<file path="src/rtl/tcdm_arb_pkg.sv">
// Shared types and helpers for the TCDM bank arbiter.
// Perf counters are enabled by defining TCDM_BANK_ARB_PERF_EN.
`ifndef TCDM_ARB_META_T
`define TCDM_ARB_META_T(name, idx_w, meta_t) \
  typedef struct packed { \
    logic [(idx_w)-1:0] idx; \
    meta_t meta; \
  } name;
`endif

package tcdm_arb_pkg;

  typedef enum logic [3:0] {
    AMONone = 4'h0,
    AMOSwap = 4'h1,
    AMOAdd  = 4'h2,
    AMOAnd  = 4'h3,
    AMOOr   = 4'h4,
    AMOXor  = 4'h5,
    AMOMax  = 4'h6,
    AMOMaxu = 4'h7,
    AMOMin  = 4'h8,
    AMOMinu = 4'h9,
    AMOLR   = 4'hA,
    AMOSC   = 4'hB
  } amo_op_t;

  function automatic int unsigned idx_width(
    input int unsigned n
  );
    return (n > 32'd1) ? unsigned'($clog2(n)) : 32'd1;
  endfunction

endpackage

</file>
<file path="src/rtl/tcdm_arb_credit_cnt.sv">
// Outstanding-response credit counter for one arbiter port.
// Simultaneous increment and decrement leave the count unchanged.
module tcdm_arb_credit_cnt
  import tcdm_arb_pkg::*;
#(
  parameter int unsigned MaxCount = 4,
  parameter int unsigned CntWidth = idx_width(MaxCount + 1)
) (
  input  logic clk_i,
  input  logic rst_i,
  input  logic inc_i,
  input  logic dec_i,
  output logic full_o,
  output logic empty_o
);

  logic [CntWidth-1:0] cnt_q;

  assign full_o  = (cnt_q == CntWidth'(MaxCount));
  assign empty_o = (cnt_q == '0);

  always_ff @(posedge clk_i or posedge rst_i) begin
    if (rst_i) begin
      cnt_q <= '0;
    end else if (inc_i && !dec_i) begin
      cnt_q <= cnt_q + 1'b1;
    end else if (dec_i && !inc_i) begin
      cnt_q <= cnt_q - 1'b1;
    end
  end

  a_no_overflow : assert property (
    @(posedge clk_i) disable iff (rst_i)
    !(inc_i && !dec_i && full_o));

  a_no_underflow : assert property (
    @(posedge clk_i) disable iff (rst_i)
    !(dec_i && !inc_i && empty_o));

endmodule

</file>
<file path="src/rtl/tcdm_bank_arbiter.sv">
// Round-robin arbiter sharing one TCDM bank among NumPorts requesters.
// Optional perf counters: define TCDM_BANK_ARB_PERF_EN.
module tcdm_bank_arbiter
  import tcdm_arb_pkg::*;
#(
  parameter int unsigned NumPorts       = 4,
  parameter int unsigned AddrWidth      = 32,
  parameter int unsigned DataWidth      = 32,
  parameter int unsigned MaxOutstanding = 4,
  parameter type         metadata_t     = logic,
  parameter int unsigned BeWidth        = DataWidth / 8,
  parameter int unsigned MetaWidth      = $bits(metadata_t),
  parameter int unsigned IdxWidth       = idx_width(NumPorts)
) (
  input  logic                          clk_i,
  input  logic                          rst_i,
  input  logic [NumPorts-1:0]           req_valid_i,
  output logic [NumPorts-1:0]           req_ready_o,
  input  logic [NumPorts*AddrWidth-1:0] req_addr_i,
  input  logic [NumPorts*4-1:0]         req_amo_i,
  input  logic [NumPorts-1:0]           req_write_i,
  input  logic [NumPorts*DataWidth-1:0] req_wdata_i,
  input  logic [NumPorts*BeWidth-1:0]   req_be_i,
  input  logic [NumPorts*MetaWidth-1:0] req_meta_i,
  output logic [NumPorts-1:0]           rsp_valid_o,
  input  logic [NumPorts-1:0]           rsp_ready_i,
  output logic [DataWidth-1:0]          rsp_rdata_o,
  output metadata_t                     rsp_meta_o,
  output logic                          bank_valid_o,
  input  logic                          bank_ready_i,
  output logic [AddrWidth-1:0]          bank_addr_o,
  output amo_op_t                       bank_amo_o,
  output logic                          bank_write_o,
  output logic [DataWidth-1:0]          bank_wdata_o,
  output logic [BeWidth-1:0]            bank_be_o,
  output logic [IdxWidth+MetaWidth-1:0] bank_meta_o,
  input  logic                          bank_rsp_valid_i,
  output logic                          bank_rsp_ready_o,
  input  logic [DataWidth-1:0]          bank_rsp_rdata_i,
`ifdef TCDM_BANK_ARB_PERF_EN
  output logic [NumPorts*32-1:0]        perf_grant_o,
  output logic [31:0]                   perf_conflict_o,
`endif
  input  logic [IdxWidth+MetaWidth-1:0] bank_rsp_meta_i
);

  `TCDM_ARB_META_T(arb_meta_t, IdxWidth, metadata_t)

  typedef logic [IdxWidth-1:0] idx_t;

  logic [NumPorts-1:0] needs_rsp, eligible;
  logic [NumPorts-1:0] full, empty;
  logic [NumPorts-1:0] cnt_inc, cnt_dec;
  idx_t                rr_q, lock_idx_q, winner, rsp_idx;
  logic                lock_q, any_elig, hs;
  arb_meta_t           req_meta, rsp_meta;

  always_comb begin
    for (int unsigned i = 0; i < NumPorts; i++) begin
      needs_rsp[i] = !req_write_i[i] ||
                     (req_amo_i[i*4 +: 4] != 4'h0);
      eligible[i]  = req_valid_i[i] &&
                     !(needs_rsp[i] && full[i]);
    end
  end

  // A stalled grant is pinned so the bank sees stable fields.
  always_comb begin
    int unsigned j;
    j        = 0;
    winner   = rr_q;
    any_elig = 1'b0;
    for (int unsigned k = 0; k < NumPorts; k++) begin
      j = 32'(rr_q) + k;
      if (j >= NumPorts) j = j - NumPorts;
      if (!any_elig && eligible[idx_t'(j)]) begin
        any_elig = 1'b1;
        winner   = idx_t'(j);
      end
    end
    if (lock_q) begin
      winner   = lock_idx_q;
      any_elig = eligible[lock_idx_q];
    end
  end

  assign bank_valid_o = any_elig && !rst_i;
  assign hs           = bank_valid_o && bank_ready_i;

  always_comb begin
    req_ready_o         = '0;
    req_ready_o[winner] = hs;
  end

  assign bank_addr_o  = req_addr_i[winner*AddrWidth +: AddrWidth];
  assign bank_amo_o   = amo_op_t'(req_amo_i[winner*4 +: 4]);
  assign bank_write_o = req_write_i[winner];
  assign bank_wdata_o = req_wdata_i[winner*DataWidth +: DataWidth];
  assign bank_be_o    = req_be_i[winner*BeWidth +: BeWidth];

  always_comb begin
    req_meta.idx  = winner;
    req_meta.meta = req_meta_i[winner*MetaWidth +: MetaWidth];
  end

  assign bank_meta_o = req_meta;

  always_ff @(posedge clk_i or posedge rst_i) begin
    if (rst_i) begin
      rr_q       <= '0;
      lock_q     <= 1'b0;
      lock_idx_q <= '0;
    end else if (hs) begin
      lock_q <= 1'b0;
      rr_q   <= (32'(winner) == NumPorts - 1) ?
                '0 : winner + 1'b1;
    end else if (bank_valid_o) begin
      lock_q     <= 1'b1;
      lock_idx_q <= winner;
    end
  end

  assign rsp_meta = bank_rsp_meta_i;
  assign rsp_idx  = rsp_meta.idx;

  always_comb begin
    rsp_valid_o      = '0;
    bank_rsp_ready_o = 1'b0;
    for (int unsigned i = 0; i < NumPorts; i++) begin
      if (rsp_idx == idx_t'(i)) begin
        rsp_valid_o[i]   = bank_rsp_valid_i && !rst_i;
        bank_rsp_ready_o = rsp_ready_i[i];
      end
    end
  end

  assign rsp_rdata_o = bank_rsp_rdata_i;
  assign rsp_meta_o  = rsp_meta.meta;

  always_comb begin
    for (int unsigned i = 0; i < NumPorts; i++) begin
      cnt_inc[i] = hs && (winner == idx_t'(i)) && needs_rsp[i];
      cnt_dec[i] = rsp_valid_o[i] && rsp_ready_i[i];
    end
  end

  for (genvar g = 0; g < NumPorts; g++) begin : gen_cnt
    tcdm_arb_credit_cnt #(
      .MaxCount (MaxOutstanding)
    ) i_cnt (
      .clk_i   (clk_i),
      .rst_i   (rst_i),
      .inc_i   (cnt_inc[g]),
      .dec_i   (cnt_dec[g]),
      .full_o  (full[g]),
      .empty_o (empty[g])
    );
  end

  a_rsp_has_credit : assert property (
    @(posedge clk_i) disable iff (rst_i)
    bank_rsp_valid_i |-> !empty[rsp_idx]);

`ifdef TCDM_BANK_ARB_PERF_EN
  logic [NumPorts-1:0][31:0] perf_grant_q;
  logic [31:0]               perf_conflict_q;

  always_ff @(posedge clk_i or posedge rst_i) begin
    if (rst_i) begin
      perf_grant_q    <= '0;
      perf_conflict_q <= '0;
    end else begin
      for (int unsigned i = 0; i < NumPorts; i++) begin
        if (hs && winner == idx_t'(i) &&
            perf_grant_q[i] != '1) begin
          perf_grant_q[i] <= perf_grant_q[i] + 1'b1;
        end
      end
      if ($countones(eligible) > 1 &&
          perf_conflict_q != '1) begin
        perf_conflict_q <= perf_conflict_q + 1'b1;
      end
    end
  end

  assign perf_grant_o    = perf_grant_q;
  assign perf_conflict_o = perf_conflict_q;
`endif

endmodule

</file>
<file path="config.mk">
export PLATFORM = sky130hd
export DESIGN_NAME = tcdm_bank_arbiter
export DESIGN_NICKNAME = d
export VERILOG_FILES = /design/src/rtl/tcdm_arb_pkg.sv /design/src/rtl/tcdm_arb_credit_cnt.sv /design/src/rtl/tcdm_bank_arbiter.sv
export SDC_FILE = /design/constraint.sdc
export NUM_CORES = 1
export LEC_CHECK = 0
export CAP_MARGIN = 30
export CORE_AREA = 2 2 180 182
export CTS_CLUSTER_DIAMETER = 30
export CTS_CLUSTER_SIZE = 24
export DETAILED_ROUTE_END_ITERATION = 10
export DIE_AREA = 0 0 182 184
export SLEW_MARGIN = 30
export SYNTH_ARGS = -nofsm -noshare
export SYNTH_HDL_FRONTEND = slang
export SYNTH_HIERARCHICAL = 1
export SYNTH_SLANG_ARGS = --single-unit
export TNS_END_PERCENT = 20
</file>
<file path="constraint.sdc">
create_clock -name clk_i -period 10.8 [get_ports clk_i]
set_clock_uncertainty 0.15 [all_clocks]
set_input_delay 1.62 -clock clk_i [delete_from_list [all_inputs] [get_ports clk_i]]
set_output_delay 1.62 -clock clk_i [all_outputs]
set_load 0.005 [all_outputs]
</file>
# After elaboration in Yosys (flattened, before gate mapping)
# Cells that the tools add are included.
totals:
  register_bits: 17
  memories: 0
  rom_bits: 0
  word_cells: 169
  mem_bits_rw: 0
  latch_bits: 0
  out_inout_bits: 119
classes:
  magnitude_cmp: 11
  mux: 47
  div: 0
  n_reduce_logical: 71
  n_eq_ne: 10
  addsub: 16
  n_bitwise: 2
  multipliers: 0
  n_shift: 5
ops:
  columns: ["op", "count"]
  rows:
  - ["$shiftx 128x8->32", 2]
  - ["$logic_and 1x1->1", 35]
  - ["$shiftx 16x5->4", 2]
  - ["$mux 3", 8]
  - ["$mux 1", 22]
  - ["$logic_not 1->1", 20]
  - ["$mux 2", 10]
  - ["$lt 2x3->1 const B", 6]
  - ["$reduce_bool 4->1", 4]
  - ["$add 3x1->3 const B", 4]
  - ["$bmux 1 s2", 6]
  - ["$eq 3x3->1 const B", 4]
  - ["$sub 3x1->3 const B", 4]
  - ["$reduce_bool 2->1", 5]
  - ["$ge 3x3->1 const B", 3]
  - ["$eq 2x2->1 const B", 4]
  - ["$sub 2x1->2 const B", 4]
  - ["$add 2x2->3 const B", 2]
  - ["$and 4x4->4", 1]
  - ["$eq 2x1->1 const B", 2]
  - ["$logic_not 2->1", 2]
  - ["$logic_or 1x1->1", 4]
  - ["$shiftx 4x3->1", 1]
  - ["$add 2x1->3 const B", 1]
  - ["other kinds (6)", 6]

# Longest topological paths before layout
logic_depth:
  ltp_word: 26
  mapped_depth: 16
  mapped_depth_nobuf: 15

# Modules after synthesis
# Netlist, hierarchy kept.
by_module_without_submodules:
  columns: ["module", "area_each_um2", "n_inst", "seq_area_each_um2", "cells_per_inst"]
  rows:
  - ["tcdm_bank_arbiter", 3542.1, 1, 125.1, 367]
  - ["tcdm_arb_credit_cnt", 172.7, 4, 75.1, 15]

# Worst setup path before layout
# Ideal clock, no wire load.
synth_path:
  path_kind: "input port to output port"
  startpoint: "input port req_amo_i[12]"
  endpoint: "output port bank_addr_o[10]"
  slack_ns: 5.757
  required_time_ns: 9.030
  arrival_ns: 3.273
  path_stages: 9
  path_cell_list: "nor3_2 > a31oi_1 > a22oi_1 > o22ai_1 > o31a_1 > inv_2 > buf_6 > buf_4 > mux2i_1"
synth_via:
  elab_chain_len: 19
synth_lines:
  columns: ["item", "line", "source"]
  rows:
  - ["start: declaration", "tcdm_bank_arbiter.sv:20", "input logic [NumPorts*4-1:0] req_amo_i,"]
  - ["$reduce_bool 4->1 (*)", "tcdm_bank_arbiter.sv:61", "(req_amo_i[i*4 +: 4] != 4'h0);"]
  - ["$logic_or 1x1->1 (*)", "tcdm_bank_arbiter.sv:60", "needs_rsp[i] = !req_write_i[i] ||"]
  - ["$logic_and 1x1->1 (*)", "tcdm_bank_arbiter.sv:63", "!(needs_rsp[i] && full[i]);"]
  - ["$logic_not 1->1 (*)", "tcdm_bank_arbiter.sv:63", null]
  - ["$logic_and 1x1->1 (*)", "tcdm_bank_arbiter.sv:62", "eligible[i] = req_valid_i[i] &&"]
  - ["$bmux 1 s2", "tcdm_bank_arbiter.sv:76", "if (!any_elig && eligible[idx_t'(j)]) begin"]
  - ["$mux 1 (not written as such)", "tcdm_bank_arbiter.sv:76", null]
  - ["$mux 1", "tcdm_bank_arbiter.sv:76", null]
  - ["(+3 left out)", null, null]
  - ["$logic_not 1->1", "tcdm_bank_arbiter.sv:76", null]
  - ["$logic_and 1x1->1", "tcdm_bank_arbiter.sv:76", null]
  - ["$mux 1", "tcdm_bank_arbiter.sv:76", null]
  - ["$logic_not 1->1", "tcdm_bank_arbiter.sv:76", null]
  - ["$logic_and 1x1->1", "tcdm_bank_arbiter.sv:76", null]
  - ["$mux 2 (*)", "tcdm_bank_arbiter.sv:76", null]
  - ["$mux 2 (*)", "tcdm_bank_arbiter.sv:81", "if (lock_q) begin"]
  - ["$shiftx 128x8->32 (*)", "tcdm_bank_arbiter.sv:95", "assign bank_addr_o = req_addr_i[winner*AddrWidth +: AddrWidth];"]
  - ["end: declaration", "tcdm_bank_arbiter.sv:31", "output logic [AddrWidth-1:0] bank_addr_o,"]
# Every way passes the cells marked *; elsewhere a longest branch is shown, timed or not. The select of a mux whose other input is x is not followed.

# Worst setup path in the final report
layout_path:
  startpoint: "input port req_amo_i[13]"
  endpoint: "output port bank_addr_o[24]"
# The elaborated chain is that of the path after synthesis.

==> metrics.md <==
| Metric | Value |
|---|---|
| GP Congestion | `0.846` |
| Clock Sinks | `17` |
| Antenna-violating nets left | `0` |
| Status | `finished clean` |
| Avg Cell Area, Syn | `9.96 µm²` |
| Routed WL per cell | `16.9 µm` |
| Placed cell area | `0.00814 mm²` |
| Layout area overhead | `95.0%` |
| Synthesis Warnings | `6` |
| Tcrit/Tclk final | `0.683` |
| Post-synthesis cell area | `0.00421 mm²` |
| Cells after Synth | `423` |
| Crit path capture type | `primary output` |
| Leakage | `3.31 nW` |
| Relative slew slack | `0.364` |
| Port Buf Inserts | `395` |
| Dpl hpwl | `17,000 µm` |
| Die Footprint | `0.0335 mm²` |
| Initial antenna violation count | `1` |
| I/O pins | `462` |
| Final slew viol count | `0` |
| Width of the die | `182 µm` |
| Post-layout net count | `1,121` |
| Max-Cap Viols | `0` |
| Total track usage | `0.107` |
| First-pass GRT wire length | `27,600 µm` |
| DRT iter0 DRCs | `117` |
| Most common cell after layout, fill and taps aside | `clkdlybuf4s50_1` |
| CTS max path bufs | `2` |
| CTS tree | `done` |
| Cell area after layout | `0.00822 mm²` |
| Switching power total | `0.841 mW` |
| Vias in the first global route | `4,553` |
| # DRC | `0` |
| Diode count | `0` |
| CP required | `9.03 ns` |
| PD cells | `249 mW/mm²` |
| Fin. Hold Viols | `0` |
| Vias | `4,470` |
| Overflow left after global routing | `0` |
| Initial Utilization | `0.134` |
| Peak supply drop | `0.0967 mV` |
| CP Launch Type | `input port` |
| Vert. Die Dim | `184 µm` |
| Syn nets | `774` |
| Core area | `0.0314 mm²` |
| Slew of the pin with the lowest slew margin | `0.954 ns` |
| DR vias/cell | `3.82` |
| Clock share of power | `0.035` |
| WHS | `0.307 ns` |
| CTS root buffer | `clkbuf_16` |
| Row cnt | `65` |
| Critical path fanouts, max | `40` |
| HP Class | `reg -> reg` |
| Final WL | `19,800 µm` |
| Switching share of total power | `0.412` |
| Layout cell share with drive strength beyond 1 | `0.0390` |
| TNS Setup | `0 ns` |
| FMAX | `135 MHz` |
| Tmin final | `7.38 ns` |
| Pin count of the biggest net entering global routing | `58` |
| P_int | `1.20 mW` |
| Final-layout fill cell count | `3,342` |
| Commonest non-fill, non-tap cells in the layout | `clkdlybuf4s50_1 (395), mux2i_1 (222), dfrtp_1 (17)` |
| Clock slew at reported path FFs | `0.05 ns` |
| Final number of setup-violating endpoints | `0` |
| Cts bufs inserted | `3` |
| Drt pass-1 iters | `4` |
| Setup Fix Bufs, Post-CTS | `0` |
| H-tree levels | `1` |
| Post-CTS sizing | `0` |
| Reg power frac | `0.065` |
| Clock Latency Late Sink | `0.24 ns` |
| CTS Hold Buffers Added | `0` |
| Critical path class | `in -> out` |
| Combinational power share | `0.900` |
| Critical Path AT | `5.61 ns` |
| RSZ-0062 raised after global routing | `no` |
critical path, stage by stage:
cell             delay, ns
clkdlybuf4s50_1       0.49
nor3_2                0.37
a31oi_1               0.25
a22oi_1               0.24
o22ai_1               0.10
o31a_1                0.36
inv_4                 0.52
buf_4                 0.70
mux2i_1               0.34
clkdlybuf4s50_1       0.55
final timing paths:
| check | end | depth (start not counted) | slack [ns] | start |
|---|---|---|---|---|
| setup / recovery | bank_addr_o[24] | 10 | 3.42 | req_amo_i[13] |
| hold / removal | gen_cnt[2].i_cnt/cnt_q[2] | 1 | 0.31 | gen_cnt[2].i_cnt/cnt_q[2] |
| setup reg to reg | gen_cnt[3].i_cnt/cnt_q[2] | 15 | 5.97 | gen_cnt[1].i_cnt/cnt_q[0] |
| hold reg to reg | gen_cnt[2].i_cnt/cnt_q[2] | 1 | 0.31 | gen_cnt[2].i_cnt/cnt_q[2] |
| max in group asynchronous | rr_q[0] | 2 | 8.50 | rst_i |
| min in group asynchronous | gen_cnt[3].i_cnt/cnt_q[0] | 2 | 1.74 | rst_i |
power by group through the flow:
stage | sequential [mW] | combinational, mW | clock (mW)
after global placement | 0.132 | 1.85 | 0
after global routing | 0.139 | 1.97 | 0.0777
final | 0.132 | 1.84 | 0.0721
after CTS | 0.133 | 1.87 | 0.0755
after detailed placement | 0.134 | 1.86 | 0
after floorplan | 0.125 | 1.21 | 0
state kept, by name, indices dropped and copies added, names as in the netlist:
name and flops:
gen_cnt.i_cnt/cnt_q 12, rr_q 2, lock_q 1, lock_idx_q 2
through the flow:
| step | util | setup slack, ns | total power [mW] | cells |
|---|---|---|---|---|
| 2_1_floorplan | - | 5.76 | 1.33 | 423 |
| 3_3_place_gp | 0.259 | 3.05 | 1.98 | 1166 |
| 3_5_place_dp | 0.259 | 3.27 | 2.00 | 1167 |
| 4_1_cts | 0.262 | 3.28 | 2.07 | 1171 |
| 5_1_grt | 0.262 | 3.09 | 2.19 | 1171 |
| 6_report | 0.262 | 3.42 | 2.04 | 1171 |
final cells by class:
class                   instances  area, µm²  area share
flip-flops and latches         17        425      0.0518
clock buffers                   4       78.8     0.00959
repair buffers                400       4000       0.487
multi-input cells             332       3150       0.383
inverters                      16       62.6     0.00761
well taps                     402        503      0.0612
metal layers:
metal,share of wire,up-vias,GRT usage
met5,0.00076,-,0
met4,0.0020,2,0.00935
met3,0.073,8,0.0258
met1,0.40,2055,0.124
li1,-,2213,-
met2,0.53,192,0.204
Note: power is estimated with default switching activity, not from simulation.
